<file path="src/rtl/debounce_multi.sv">
// rtl/debounce_multi.sv - multi-channel button debouncer with edge pulses and press counters
// Optional long-press detection is built when DEBOUNCE_MULTI_LONG_PRESS_EN is defined.
module debounce_multi #(
  parameter int N_CH          = 4,
  parameter int STABLE_CYCLES = 1000000,
  parameter int CNT_W         = 8,
  parameter int LONG_CYCLES   = 50000000
) (
  input  logic                  clock,
  input  logic                  reset,
  input  logic [N_CH-1:0]       btn_in,
  input  logic                  count_clr,
  output logic [N_CH-1:0]       btn_level,
  output logic [N_CH-1:0]       btn_rise,
  output logic [N_CH-1:0]       btn_fall,
  output logic [N_CH*CNT_W-1:0] press_count,
  output logic [N_CH-1:0]       btn_long
);

  localparam int STAB_W = $clog2(STABLE_CYCLES);
  localparam logic [STAB_W-1:0] STAB_LAST = STAB_W'(STABLE_CYCLES - 1);

`ifdef DEBOUNCE_MULTI_LONG_PRESS_EN
  localparam int LONG_W = $clog2(LONG_CYCLES + 1);
  localparam logic [LONG_W-1:0] LONG_MAX = LONG_W'(LONG_CYCLES);
  localparam logic [LONG_W-1:0] LONG_PRE = LONG_W'(LONG_CYCLES - 1);
`endif

  typedef enum logic [1:0] {
    ST_LOW       = 2'd0,
    ST_WAIT_HIGH = 2'd1,
    ST_HIGH      = 2'd2,
    ST_WAIT_LOW  = 2'd3
  } state_e;

  if (N_CH < 1 || N_CH > 16 || STABLE_CYCLES < 2 || CNT_W < 1 || CNT_W > 16 ||
      LONG_CYCLES < 1) begin : g_bad_params
    $error("debounce_multi: parameter out of range");
  end

  for (genvar i = 0; i < N_CH; i++) begin : g_ch
    logic [1:0]        sync_q, sync_d;
    state_e            state_q, state_d;
    logic [STAB_W-1:0] stab_q, stab_d;
    logic              level_q, level_d;
    logic              rise_q, rise_d;
    logic              fall_q, fall_d;
    logic [CNT_W-1:0]  cnt_q, cnt_d;
    logic              sync_in;

    assign sync_in = sync_q[1];

    always_ff @(posedge clock) begin
      if (reset) begin
        sync_q  <= '0;
        state_q <= ST_LOW;
        stab_q  <= '0;
        level_q <= 1'b0;
        rise_q  <= 1'b0;
        fall_q  <= 1'b0;
        cnt_q   <= '0;
      end else begin
        sync_q  <= sync_d;
        state_q <= state_d;
        stab_q  <= stab_d;
        level_q <= level_d;
        rise_q  <= rise_d;
        fall_q  <= fall_d;
        cnt_q   <= cnt_d;
      end
    end

    // The stable state is entered on the edge where the counter would reach STABLE_CYCLES.
    always_comb begin
      sync_d  = {sync_q[0], btn_in[i]};
      state_d = state_q;
      stab_d  = stab_q;
      case (state_q)
        ST_LOW: begin
          if (sync_in) begin
            state_d = ST_WAIT_HIGH;
            stab_d  = STAB_W'(1);
          end
        end
        ST_WAIT_HIGH: begin
          if (!sync_in) begin
            state_d = ST_LOW;
            stab_d  = '0;
          end else if (stab_q == STAB_LAST) begin
            state_d = ST_HIGH;
            stab_d  = '0;
          end else begin
            stab_d  = stab_q + STAB_W'(1);
          end
        end
        ST_HIGH: begin
          if (!sync_in) begin
            state_d = ST_WAIT_LOW;
            stab_d  = STAB_W'(1);
          end
        end
        ST_WAIT_LOW: begin
          if (sync_in) begin
            state_d = ST_HIGH;
            stab_d  = '0;
          end else if (stab_q == STAB_LAST) begin
            state_d = ST_LOW;
            stab_d  = '0;
          end else begin
            stab_d  = stab_q + STAB_W'(1);
          end
        end
        default: begin
          state_d = ST_LOW;
          stab_d  = '0;
        end
      endcase
    end

    // Clear takes precedence over a coincident press.
    always_comb begin
      level_d = (state_d == ST_HIGH) || (state_d == ST_WAIT_LOW);
      rise_d  = (state_q == ST_WAIT_HIGH) && (state_d == ST_HIGH);
      fall_d  = (state_q == ST_WAIT_LOW) && (state_d == ST_LOW);
      if (count_clr) begin
        cnt_d = '0;
      end else if (rise_d) begin
        cnt_d = cnt_q + CNT_W'(1);
      end else begin
        cnt_d = cnt_q;
      end
    end

    assign btn_level[i]                   = level_q;
    assign btn_rise[i]                    = rise_q;
    assign btn_fall[i]                    = fall_q;
    assign press_count[i*CNT_W +: CNT_W]  = cnt_q;

`ifdef DEBOUNCE_MULTI_LONG_PRESS_EN
    logic [LONG_W-1:0] hold_q, hold_d;
    logic              long_q, long_d;

    always_ff @(posedge clock) begin
      if (reset) begin
        hold_q <= '0;
        long_q <= 1'b0;
      end else begin
        hold_q <= hold_d;
        long_q <= long_d;
      end
    end

    // Hold counter saturates at LONG_CYCLES so the pulse fires once per press.
    always_comb begin
      hold_d = '0;
      long_d = 1'b0;
      if (level_q && level_d) begin
        if (hold_q != LONG_MAX) begin
          hold_d = hold_q + LONG_W'(1);
          long_d = (hold_q == LONG_PRE);
        end else begin
          hold_d = hold_q;
        end
      end
    end

    assign btn_long[i] = long_q;
`endif
  end

`ifndef DEBOUNCE_MULTI_LONG_PRESS_EN
  assign btn_long = '0;
`endif

endmodule

</file>
<file path="config.mk">
export PLATFORM = sky130hd
export DESIGN_NAME = debounce_multi
export DESIGN_NICKNAME = d
export VERILOG_FILES = /design/src/rtl/debounce_multi.sv
export SDC_FILE = /design/constraint.sdc
export NUM_CORES = 1
export LEC_CHECK = 0
export ABC_AREA = 0
export CORE_MARGIN = 2
export CORE_UTILIZATION = 65
export CTS_BUF_LIST = sky130_fd_sc_hd__clkbuf_2 sky130_fd_sc_hd__clkbuf_4 sky130_fd_sc_hd__clkbuf_8
export DETAILED_ROUTE_END_ITERATION = 10
export GPL_TIMING_DRIVEN = 1
export PLACE_DENSITY = 0.94
export SKIP_CTS_REPAIR_TIMING = 1
export SLEW_MARGIN = 20
export SYNTH_ARGS = -nofsm -noshare
export SYNTH_HDL_FRONTEND = slang
export SYNTH_SLANG_ARGS = --single-unit
</file>
<file path="constraint.sdc">
create_clock -name clock -period 3.69 [get_ports clock]
set_clock_uncertainty 0.05 [all_clocks]
set_input_delay 0.738 -clock clock [delete_from_list [all_inputs] [get_ports clock]]
set_output_delay 0.738 -clock clock [all_outputs]
set_load 0.02 [all_outputs]
</file>
## Word level (Yosys, flattened, before mapping)

Index checks and enable logic that the tools add are counted.

- Register bits: 140
- Input bits: 7
- Output and inout port bits: 48
- Logic and storage cells: 145

- $add $sub $neg: 8
- Equality and inequality tests: 32
- Mux-type cells: 52
- Reduce and logical (&&, ||, !) cells: 25

Operators with widths:

| operator | count |
|---|---|
| 20-bit 2-to-1 mux | 20 |
| 20-bit one-hot mux with 4 select lines | 4 |
| 20-bit by 1-bit adder with 20-bit output, second input constant | 4 |
| 20-bit == test, second input constant | 4 |
| 2-bit 2-to-1 mux | 24 |
| 8-bit by 1-bit adder with 8-bit output, second input constant | 4 |
| 2-bit == test, second input constant | 16 |
| 2-bit one-hot mux with 4 select lines | 4 |
| 2-bit logical NOT | 8 |
| 2-bit inequality test, second input constant | 8 |
| 2-bit by 1-bit == test with 1-bit output, second input constant | 4 |
| 1-bit logical AND | 8 |
| 2-bit AND reduction | 4 |
| 1-bit logical OR | 4 |
| 2-bit OR reduction | 1 |

## Depth between registers and ports, before layout

Gate-level depths: netlist of run 1.

- Depth in word-level cells: 6
- Mapped depth: 8
- Depth with buffers taken out: 6

## Worst setup path after synthesis of run 1

OpenSTA, ideal clock, no wires.

- Kind: reg-to-reg
- From: reg g_ch[3].stab_q[7]
- To: reg g_ch[3].stab_q[13]
- Setup time: 0.121 ns
- Arrival time: 1.951 ns
- Required time: 3.519 ns
- Path slack: 1.568 ns
- Stages on the path, launching flop included: 7
- Clock period less this slack: 2.122 ns
- Path through: dfxtp_1 or4b_2 nor4_2 a211oi_1 buf_2 a21oi_1 mux2i_1

- Cells in the longest elaborated chain, start to end: 4
- Elaborated cells on any way between the ends: 6

RTL lines:

| element | line | text |
|---|---|---|
| from (decl) | 44 | `logic [STAB_W-1:0] stab_q, stab_d;` |
| from (signal assigned) | 65 | `stab_q <= stab_d;` |
| 20-bit by 1-bit adder with 20-bit output / 20-bit == test (equally long branches) | -- |  |
| 20-bit 2-to-1 mux (*) | 89, 106 |  |
| 20-bit 2-to-1 mux (on tied branches) | 103, 86 |  |
| 20-bit one-hot mux with 4 select lines (*) | 78 | `case (state_q)` |

Every way passes the cells marked *; elsewhere a longest branch is shown, timed or not.
A chain may end at the register's enable or synchronous reset.

## Worst setup path after layout of run 1

- From: reg g_ch[1].stab_q[7]
- To: reg g_ch[1].cnt_q[5]

- Cells in the longest elaborated chain, start to end: 6
- Elaborated cells on any way between the ends: 8

RTL lines:

| element | line | text |
|---|---|---|
| from (decl) | 44 |  |
| from (signal assigned) | 65 |  |
| 20-bit == test (*) | 89, 106 |  |
| 2-bit 2-to-1 mux (on tied branches) | 106, 89 |  |
| 2-bit 2-to-1 mux (on tied branches) | 103, 86 |  |
| 2-bit one-hot mux with 4 select lines (*) | 78 |  |
| 2-bit == test (*) | 123 | `rise_d = (state_q == ST_WAIT_HIGH) && (state_d == ST_HIGH);` |
| 1-bit logical AND (*) | 123 |  |
| to (signal assigned) | 69 | `cnt_q <= cnt_d;` |
| to (decl) | 48 | `logic [CNT_W-1:0] cnt_q, cnt_d;` |

Marks and branches as above.

==> summary.md, run 1 <==
| Metric | Value |
|---|---|
| Outcome | `finished, final reports clean` |
| Die height | `105 um` |
| Sw Ratio | `0.215` |
| Worst setup slack after placement | `1.00 ns` |
| Number of buffers inserted by port buffering | `50` |
| Post-synthesis cell count | `797` |
| R2R Path End | `g_ch[1].cnt_q[5]` |
| Min-Delay Path Class | `reg2reg` |
| Number of storage elements in the synthesis netlist | `139` |
| Endpoints failing hold | `0` |
| Number of buffers created by CTS | `17` |
| Clock Latency Late Sink | `0.45 ns` |
| Num ports | `55` |
| Origin of the worst min-delay path | `g_ch[1].sync_q[0]` |
| Library cell occupying the most area in the post-synthesis netlist | `sky130_fd_sc_hd__dfxtp_1` |
| Finished layout cell area | `7590 um2` |
| TritonCTS clock tree | `done` |
| Violation count after the first detailed-routing iteration | `360` |
| Power density cells | `392 nW/um2` |
| RSZ-0062 raised after global routing | `false` |
| H-Tree Level Count | `4` |
| Final Util | `0.769` |
| Number of antenna violations at the first check in global routing | `0` |
| Leakage Power | `2.57 nW` |
| CTS clock-pin slew for the worst setup and hold paths | `0.08 ns` |
| Area of the die | `11,100 um2` |
| Sw Pwr | `639 uW` |
| Normalized max-slew margin | `0.415` |
| Startpoint of the worst-slack reg-to-reg timing path | `g_ch[1].stab_q[7]` |
| Layout overhead on the synthesized area | `14.0%` |
| Design internal power | `2.33 mW` |
| Final worst-path cycle share | `0.766` |
| Total GRT Usage | `0.284` |
| Vias in the first global route | `5,657` |
| Fin Setup TNS | `0 ns` |
| Row count | `36` |
| Worst setup EP type | `register` |
| Final routed wire length divided by cell count | `16.0 um` |
| Core Footprint | `9860 um2` |
| Count of TritonRoute iterations in the first routing pass | `7` |
| Synth Flop Type | `sky130_fd_sc_hd__dfxtp_1` |
| Startpoint type of the worst setup path | `register` |
| FMAX | `354 MHz` |
| Total number of vias | `6,166` |
| Final period demand of the worst path | `2.83 ns` |
| Proportion of power drawn by combinational gates | `0.028` |
| Maximum number of buffers from clock root to sink | `2` |
| Cell count of the worst reg-to-reg path | `5` |
| Wirelength, routed | `15,500 um` |
| GP Congestion | `0.934` |
| Per-instance average area after synthesis | `8.35 um2` |
| Number of flops mapped to enable cells by yosys | `0` |
| Total DRC errors in the routed layout | `0` |
| Cell depth of the worst min-delay path | `1` |
| Portion of total power attributed to the clock network | `0.460` |
| Crit path setup slack, layout | `0.862 ns` |
| Internal reg-to-reg setup slack | `0.86 ns` |
| Slew at the pin with the worst max-slew slack | `0.870 ns` |
| Die boundary width | `105 um` |
| Post-DP Area | `7140 um2` |
| Placed wire-length estimate | `10,400 um` |
| CTS sink cnt | `139` |
| Highest ir drop seen on vdd | `0.228 mV` |
| CP max FO | `15` |
| Synth cell count leaders | `139 x sky130_fd_sc_hd__dfxtp_1, 67 x sky130_fd_sc_hd__a21oi_1, 67 x sky130_fd_sc_hd__nand2_1` |
| Remaining global-route overflow | `0` |
| Antenna Violating Nets Remaining | `0` |
| Max Transition Viols Final | `0` |
| Required time of the worst setup path | `4.01 ns` |
| Pin count of the biggest net entering global routing | `35` |
| Number of synthesis warnings | `0` |
| Most used standard cell by instance count after synthesis | `sky130_fd_sc_hd__dfxtp_1` |
| CTS Root Buffer Type | `sky130_fd_sc_hd__clkbuf_8` |
| Total Power Consumption | `2.97 mW` |
| Synthesized cell area | `6660 um2` |
| Vias per Instance | `6.33` |
| Share of layout cells above drive strength 1 | `0.0618` |
| Number of distinct library cell variants in the gate-level netlist after synthesis | `58` |
| Final antenna diode count | `0` |
| Number of setup violations in the final report | `0` |
| Wire length of the first global-routing pass | `25,800 um` |
| Worst path arrival time | `3.15 ns` |
| Main area contributors after synthesis | `sky130_fd_sc_hd__dfxtp_1 42%, sky130_fd_sc_hd__a21oi_1 5.0%, sky130_fd_sc_hd__nand2_1 3.8%` |
| Effective utilization at floorplan | `0.675` |
| Portion of total power attributed to sequential cells | `0.511` |
| Final net count | `844` |
| Critical setup path kind | `reg2reg` |
| Layout fillers | `645` |
| Max capacitance violation total | `0` |
| Top-area cell type share of the netlist area | `0.418` |
| Portion of the post-synthesis area used by sequential elements | `0.418` |
| Worst Hold Path EP | `g_ch[1].sync_q[1]` |
| Async set-or-reset flop fraction in the synthesized netlist | `0` |
-- power by group through the flow --
stage | clock [mW] | sequential (mW) | combinational (mW)
2_1_floorplan | 0 | 1.55 | 0.0651
3_3_place_gp | 0 | 1.55 | 0.0776
3_5_place_dp | 0 | 1.55 | 0.0816
4_1_cts | 1.38 | 1.52 | 0.0823
5_1_grt | 1.44 | 1.52 | 0.0921
6_report | 1.37 | 1.52 | 0.0840
-- registers in the layout (all words and copies together), names as in the netlist --
| register | cells |
|---|---|
| g_ch.cnt_q | 32 |
| g_ch.state_q | 8 |
| g_ch.sync_q | 8 |
| g_ch.fall_q | 4 |
| g_ch.stab_q | 80 |
| g_ch.rise_q | 4 |
| g_ch.level_q | 3 |
-- kinds of logic after synthesis --
family                     synth area share
AOI/OAI and AO/OA                     0.155
other                              0.000563
adders and majority gates            0.0150
and+or+nand+nor                       0.301
DFF                                   0.418
muxes                                0.0195
xor gates and xnor gates             0.0447
buffers and inverters                0.0464
-- critical path, cell delays in order, from the launching register on --
cell,delay (ns)
sky130_fd_sc_hd__dfxtp_1,0.36
sky130_fd_sc_hd__nor4b_1,0.57
sky130_fd_sc_hd__nor4b_2,0.44
sky130_fd_sc_hd__nand4_1,0.52
sky130_fd_sc_hd__or4_1,0.66
sky130_fd_sc_hd__a21oi_1,0.16
-- metrics by stage --
stage	hold WS [ns]	std cells
2_1_floorplan	0.364	800
6_report	0.402	974
3_5_place_dp	0.386	943
5_1_grt	0.407	974
3_3_place_gp	0.369	943
4_1_cts	0.406	974
-- metal layers --
layer / vias up / global-route usage / wire length, um
li1: 2949 / - / -
met1: 2860 / 0.356 / 6410
met2: 306 / 0.460 / 7480
met3: 51 / 0.0761 / 1240
met4: 0 / 0.119 / 413
met5: - / 0 / 0
-- cell type report --
class / instances / area [um2] / area share
Clock buffer: 21 / 283 / 0.0373
Sequential cell: 139 / 2780 / 0.367
Inverter: 18 / 67.6 / 0.00890
Tap cell: 133 / 166 / 0.0219
Clock inverter: 10 / 164 / 0.0216
Timing Repair Buffer: 56 / 541 / 0.0712
Multi-Input combinational cell: 597 / 3580 / 0.472
-- worst max-delay path by stage --
| stage | from | end | cells after the start |
|---|---|---|---|
| final | g_ch[1].stab_q[7] | g_ch[1].cnt_q[5] | 5 |
| after floorplan | g_ch[3].stab_q[7] | g_ch[3].stab_q[13] | 6 |
| after CTS | g_ch[1].stab_q[0] | g_ch[1].cnt_q[5] | 6 |
| after detailed placement | g_ch[1].stab_q[0] | g_ch[1].cnt_q[5] | 6 |
| after global placement | g_ch[1].stab_q[0] | g_ch[1].cnt_q[5] | 6 |
| after global routing | g_ch[1].stab_q[0] | g_ch[1].cnt_q[5] | 6 |
-- layout by cell type (no fill, tap or decap), types with 4 or more instances in the layout --
master / netlist / routed
sky130_fd_sc_hd__inv_1: 18 / 18
sky130_fd_sc_hd__and3_1: 16 / 16
sky130_fd_sc_hd__mux2i_1: 13 / 13
sky130_fd_sc_hd__and3b_1: 6 / 6
sky130_fd_sc_hd__o21a_1: 5 / 5
sky130_fd_sc_hd__a21o_1: 4 / 4
sky130_fd_sc_hd__buf_4: 16 / 6
sky130_fd_sc_hd__o21ai_0: 42 / 42
sky130_fd_sc_hd__o31ai_1: 7 / 7
sky130_fd_sc_hd__and2_1: 12 / 12
sky130_fd_sc_hd__nand3b_1: 4 / 4
sky130_fd_sc_hd__clkbuf_8: 0 / 20
sky130_fd_sc_hd__conb_1: 1 / 4
sky130_fd_sc_hd__xnor2_1: 18 / 18
sky130_fd_sc_hd__bufinv_16: 0 / 4
sky130_fd_sc_hd__and4_1: 7 / 7
sky130_fd_sc_hd__nand2_1: 67 / 67
sky130_fd_sc_hd__a22o_1: 6 / 6
sky130_fd_sc_hd__nor4b_1: 8 / 8
sky130_fd_sc_hd__clkinvlp_4: 0 / 4
sky130_fd_sc_hd__nor2b_1: 12 / 12
sky130_fd_sc_hd__nor3_1: 23 / 23
sky130_fd_sc_hd__nand4_1: 28 / 28
sky130_fd_sc_hd__dfxtp_1: 139 / 139
sky130_fd_sc_hd__or4_1: 8 / 8
sky130_fd_sc_hd__nor2_1: 66 / 66
sky130_fd_sc_hd__a31oi_1: 15 / 15
sky130_fd_sc_hd__a22oi_1: 6 / 6
sky130_fd_sc_hd__or3_1: 26 / 26
sky130_fd_sc_hd__xor2_1: 16 / 16
sky130_fd_sc_hd__nor4_1: 10 / 10
sky130_fd_sc_hd__clkdlybuf4s50_1: 0 / 49
sky130_fd_sc_hd__a21oi_1: 67 / 66
sky130_fd_sc_hd__nand3_1: 48 / 48
sky130_fd_sc_hd__nand2b_1: 8 / 8
sky130_fd_sc_hd__ha_1: 8 / 8
Note: power is estimated with default switching activity, not from simulation.
==> run 2: changes to the inputs <==
--- a/config.mk
+++ b/config.mk
@@ -7,11 +7,11 @@
 export LEC_CHECK = 0
 export ABC_AREA = 0
 export CORE_MARGIN = 2
-export CORE_UTILIZATION = 65
+export CORE_UTILIZATION = 54
 export CTS_BUF_LIST = sky130_fd_sc_hd__clkbuf_2 sky130_fd_sc_hd__clkbuf_4 sky130_fd_sc_hd__clkbuf_8
 export DETAILED_ROUTE_END_ITERATION = 10
 export GPL_TIMING_DRIVEN = 1
-export PLACE_DENSITY = 0.94
+export PLACE_DENSITY = 0.84
 export SKIP_CTS_REPAIR_TIMING = 1
 export SLEW_MARGIN = 20
 export SYNTH_ARGS = -nofsm -noshare
==> constraint.sdc (replaced) <==
create_clock -name clock -period 2.5 [get_ports clock]
set_clock_uncertainty 0.05 [all_clocks]
set_input_delay 0.5 -clock clock [delete_from_list [all_inputs] [get_ports clock]]
set_output_delay 0.5 -clock clock [all_outputs]
set_load 0.02 [all_outputs]
==> run 2 against run 1 <==
Against the previous run:
- global-route usage fell by 5.3 points
- sequential cell count did not move
- hold slack got worse by 0.010 ns
- utilization fell by 12 points
- power rose by 42%
- combinational power rose by 63%
- sequential share of layout area fell by 0.93 points
- wire length fell by 5.4%
- maximum frequency rose by 19%
- non-clock buffer count rose by 23
- via count fell by 2.3%
- critical endpoint is now g_ch[2].cnt_q[7]
- largest power group unchanged
- highest routed layer unchanged
==> summary.md, run 2 (synthesis gave the netlist of run 1 again) <==
| Metric | Value |
|---|---|
| Outcome | `finished, final reports clean` |
| Vias per Instance | `5.95 (-6.0%)` |
| Antenna Violating Nets Remaining | `0 (unchanged)` |
| Finished layout cell area | `7780 um2 (+2.6%)` |
| Power density cells | `544 nW/um2 (+39%)` |
| Die boundary width | `115 um (+9.3%)` |
| Fin Setup TNS | `0 ns (unchanged)` |
| Max capacitance violation total | `0 (unchanged)` |
| Portion of total power attributed to the clock network | `0.438 (-0.022)` |
| CP max FO | `6 (-9)` |
| Min Hold Slack | `0.392 ns (-0.0104 ns)` |
| Origin of the worst min-delay path | `g_ch[0].sync_q[0]` |
| Share of layout cells above drive strength 1 | `0.0879 (+0.0260)` |
| Vias in the first global route | `5,534 (-2.2%)` |
| Final period demand of the worst path | `2.38 ns (-0.448 ns)` |
| Wire length of the first global-routing pass | `25,100 um (-3.0%)` |
| Endpoints failing hold | `0 (unchanged)` |
| CTS sink cnt | `139 (unchanged)` |
| Total number of vias | `6,024 (-2.3%)` |
| Final antenna diode count | `0 (unchanged)` |
| RSZ-0062 raised after global routing | `false` |
| Max reg flops | `80 (unchanged)` |
| Wirelength, routed | `14,700 um (-5.4%)` |
| Layout fillers | `961 (+49%)` |
| Startpoint type of the worst setup path | `register` |
| Layout overhead on the synthesized area | `17.0%` |
| Highest ir drop seen on vdd | `0.441 mV (+94%)` |
| Total GRT Usage | `0.231 (-0.0526)` |
| Design internal power | `3.28 mW (+41%)` |
| Required time of the worst setup path | `2.83 ns (-1.18 ns)` |
| Violation count after the first detailed-routing iteration | `351 (-2.5%)` |
| Sw Pwr | `954 uW (+49%)` |
| Effective utilization at floorplan | `0.554 (-0.121)` |
| CTS clock-pin slew for the worst setup and hold paths | `0.08 ns (about the same)` |
| Die height | `115 um (+9.3%)` |
| Num ports | `55 (unchanged)` |
| Cell depth of the worst min-delay path | `1 (unchanged)` |
| Worst setup EP type | `register` |
| Min-Delay Path Class | `reg2reg` |
| Total Power Consumption | `4.23 mW (+42%)` |
| Number of setup violations in the final report | `0 (unchanged)` |
| Final worst-path cycle share | `0.952 (+0.185)` |
| Area of the die | `13,200 um2 (+20%)` |
| Sw Ratio | `0.225 (+0.0102)` |
| Most frequent standard cell in the layout excluding fill and tap cells | `sky130_fd_sc_hd__dfxtp_1` |
| Clock Latency Late Sink | `0.45 ns (about the same)` |
| Final routed wire length divided by cell count | `14.5 um (-9.0%)` |
| Core Footprint | `12,000 um2 (+22%)` |
| Startpoint of the worst-slack reg-to-reg timing path | `g_ch[2].stab_q[10]` |
| Maximum number of buffers from clock root to sink | `2 (unchanged)` |
| Portion of total power attributed to sequential cells | `0.530 (+0.019)` |
| Final Util | `0.648 (-0.121)` |
| Pin count of the biggest net entering global routing | `24 (-31%)` |
| Placed wire-length estimate | `10,100 um (-3.0%)` |
| Slew at the pin with the worst max-slew slack | `0.984 ns (+0.114 ns)` |
| Remaining global-route overflow | `0 (unchanged)` |
| Total DRC errors in the routed layout | `0 (unchanged)` |
| Leakage Power | `2.70 nW (+5.3%)` |
| Count of TritonRoute iterations in the first routing pass | `5 (-2)` |
| Register ranked first by flip-flop count | `g_ch.stab_q` |
| Number of antenna violations at the first check in global routing | `0 (unchanged)` |
| Normalized max-slew margin | `0.339 (-0.0758)` |
| GP Congestion | `0.869 (-7.0%)` |
| Max Transition Viols Final | `0 (unchanged)` |
| Number of buffers created by CTS | `17 (unchanged)` |
| Critical setup path kind | `reg2reg` |
| Proportion of power drawn by combinational gates | `0.032 (+0.004)` |
| CTS Root Buffer Type | `sky130_fd_sc_hd__clkbuf_8` |
| Post-DP Area | `7330 um2 (+2.7%)` |
| Internal reg-to-reg setup slack | `0.12 ns (-0.74 ns)` |
| TritonCTS clock tree | `done` |
| Top Registers | `g_ch.stab_q x80, g_ch.cnt_q x32` |
| Most frequent cells in the layout | `139 x sky130_fd_sc_hd__dfxtp_1, 67 x sky130_fd_sc_hd__nand2_1, 66 x sky130_fd_sc_hd__a21oi_1, 66 x sky130_fd_sc_hd__nor2_1, 49 x sky130_fd_sc_hd__clkdlybuf4s50_1` |
| Worst Hold Path EP | `g_ch[0].sync_q[1]` |
| Row count | `40 (+11%)` |
| Worst path arrival time | `2.71 ns (-0.44 ns)` |
| R2R Path End | `g_ch[2].cnt_q[7]` |
| Number of buffers inserted by port buffering | `50 (unchanged)` |
| H-Tree Level Count | `4 (unchanged)` |
| Cell count of the worst reg-to-reg path | `5 (unchanged)` |
| FMAX | `420 MHz (+19%)` |
| Final net count | `867 (+2.7%)` |
-- run 2: worst max-delay path by stage --
stage               slack, ns               start            endpoint  cells after the start
floorplan                0.38   g_ch[3].stab_q[7]  g_ch[3].stab_q[13]                      6
global placement         0.28   g_ch[3].stab_q[0]    g_ch[3].cnt_q[7]                      6
detailed placement       0.20   g_ch[2].stab_q[0]    g_ch[2].cnt_q[7]                      6
CTS                      0.14   g_ch[1].stab_q[1]    g_ch[1].cnt_q[6]                      7
global route             0.01  g_ch[2].stab_q[10]    g_ch[2].cnt_q[4]                      6
finish                   0.12  g_ch[2].stab_q[10]    g_ch[2].cnt_q[7]                      5
-- run 2: worst max-delay path, cell delays in order (launching register included) --
cell and delay (ns):
sky130_fd_sc_hd__dfxtp_1 0.36, sky130_fd_sc_hd__or4_1 0.54, sky130_fd_sc_hd__nor2_1 0.46, sky130_fd_sc_hd__nand4_2 0.21
sky130_fd_sc_hd__or4_1 0.53, sky130_fd_sc_hd__a21oi_1 0.16
-- run 2: stage by stage --
stage / cells / worst slack [ns]
after floorplan: 800 / 0.378
final: 1012 / 0.121
after CTS: 1009 / 0.144
after global routing: 1012 / 0.0117
after global placement: 977 / 0.282
after detailed placement: 977 / 0.199
-- run 2: area by class of cell --
class | count | area [um2] | share of cell area
inverters | 18 | 67.6 | 0.00868
well taps | 147 | 184 | 0.0236
multi-input cells | 597 | 3600 | 0.463
clock inverters | 10 | 115 | 0.0148
flip-flops and latches | 139 | 2780 | 0.357
clock buffers | 22 | 297 | 0.0381
repair buffers | 79 | 738 | 0.0948
-- run 2: power by group through the flow --
stage	combinational, mW	clock (mW)	sequential, mW
2_1_floorplan	0.0961	0	2.29
3_3_place_gp	0.132	0	2.29
3_5_place_dp	0.135	0	2.29
4_1_cts	0.136	1.89	2.24
5_1_grt	0.150	1.98	2.24
6_report	0.137	1.85	2.24
-- run 2: metal layers --
layer | global-route usage | share of wire | vias up
met4 | 0.0892 | 0.019 | 0
met2 | 0.373 | 0.47 | 156
li1 | - | - | 3000
met5 | 0 | 0 | -
met3 | 0.0559 | 0.044 | 25
met1 | 0.301 | 0.46 | 2843
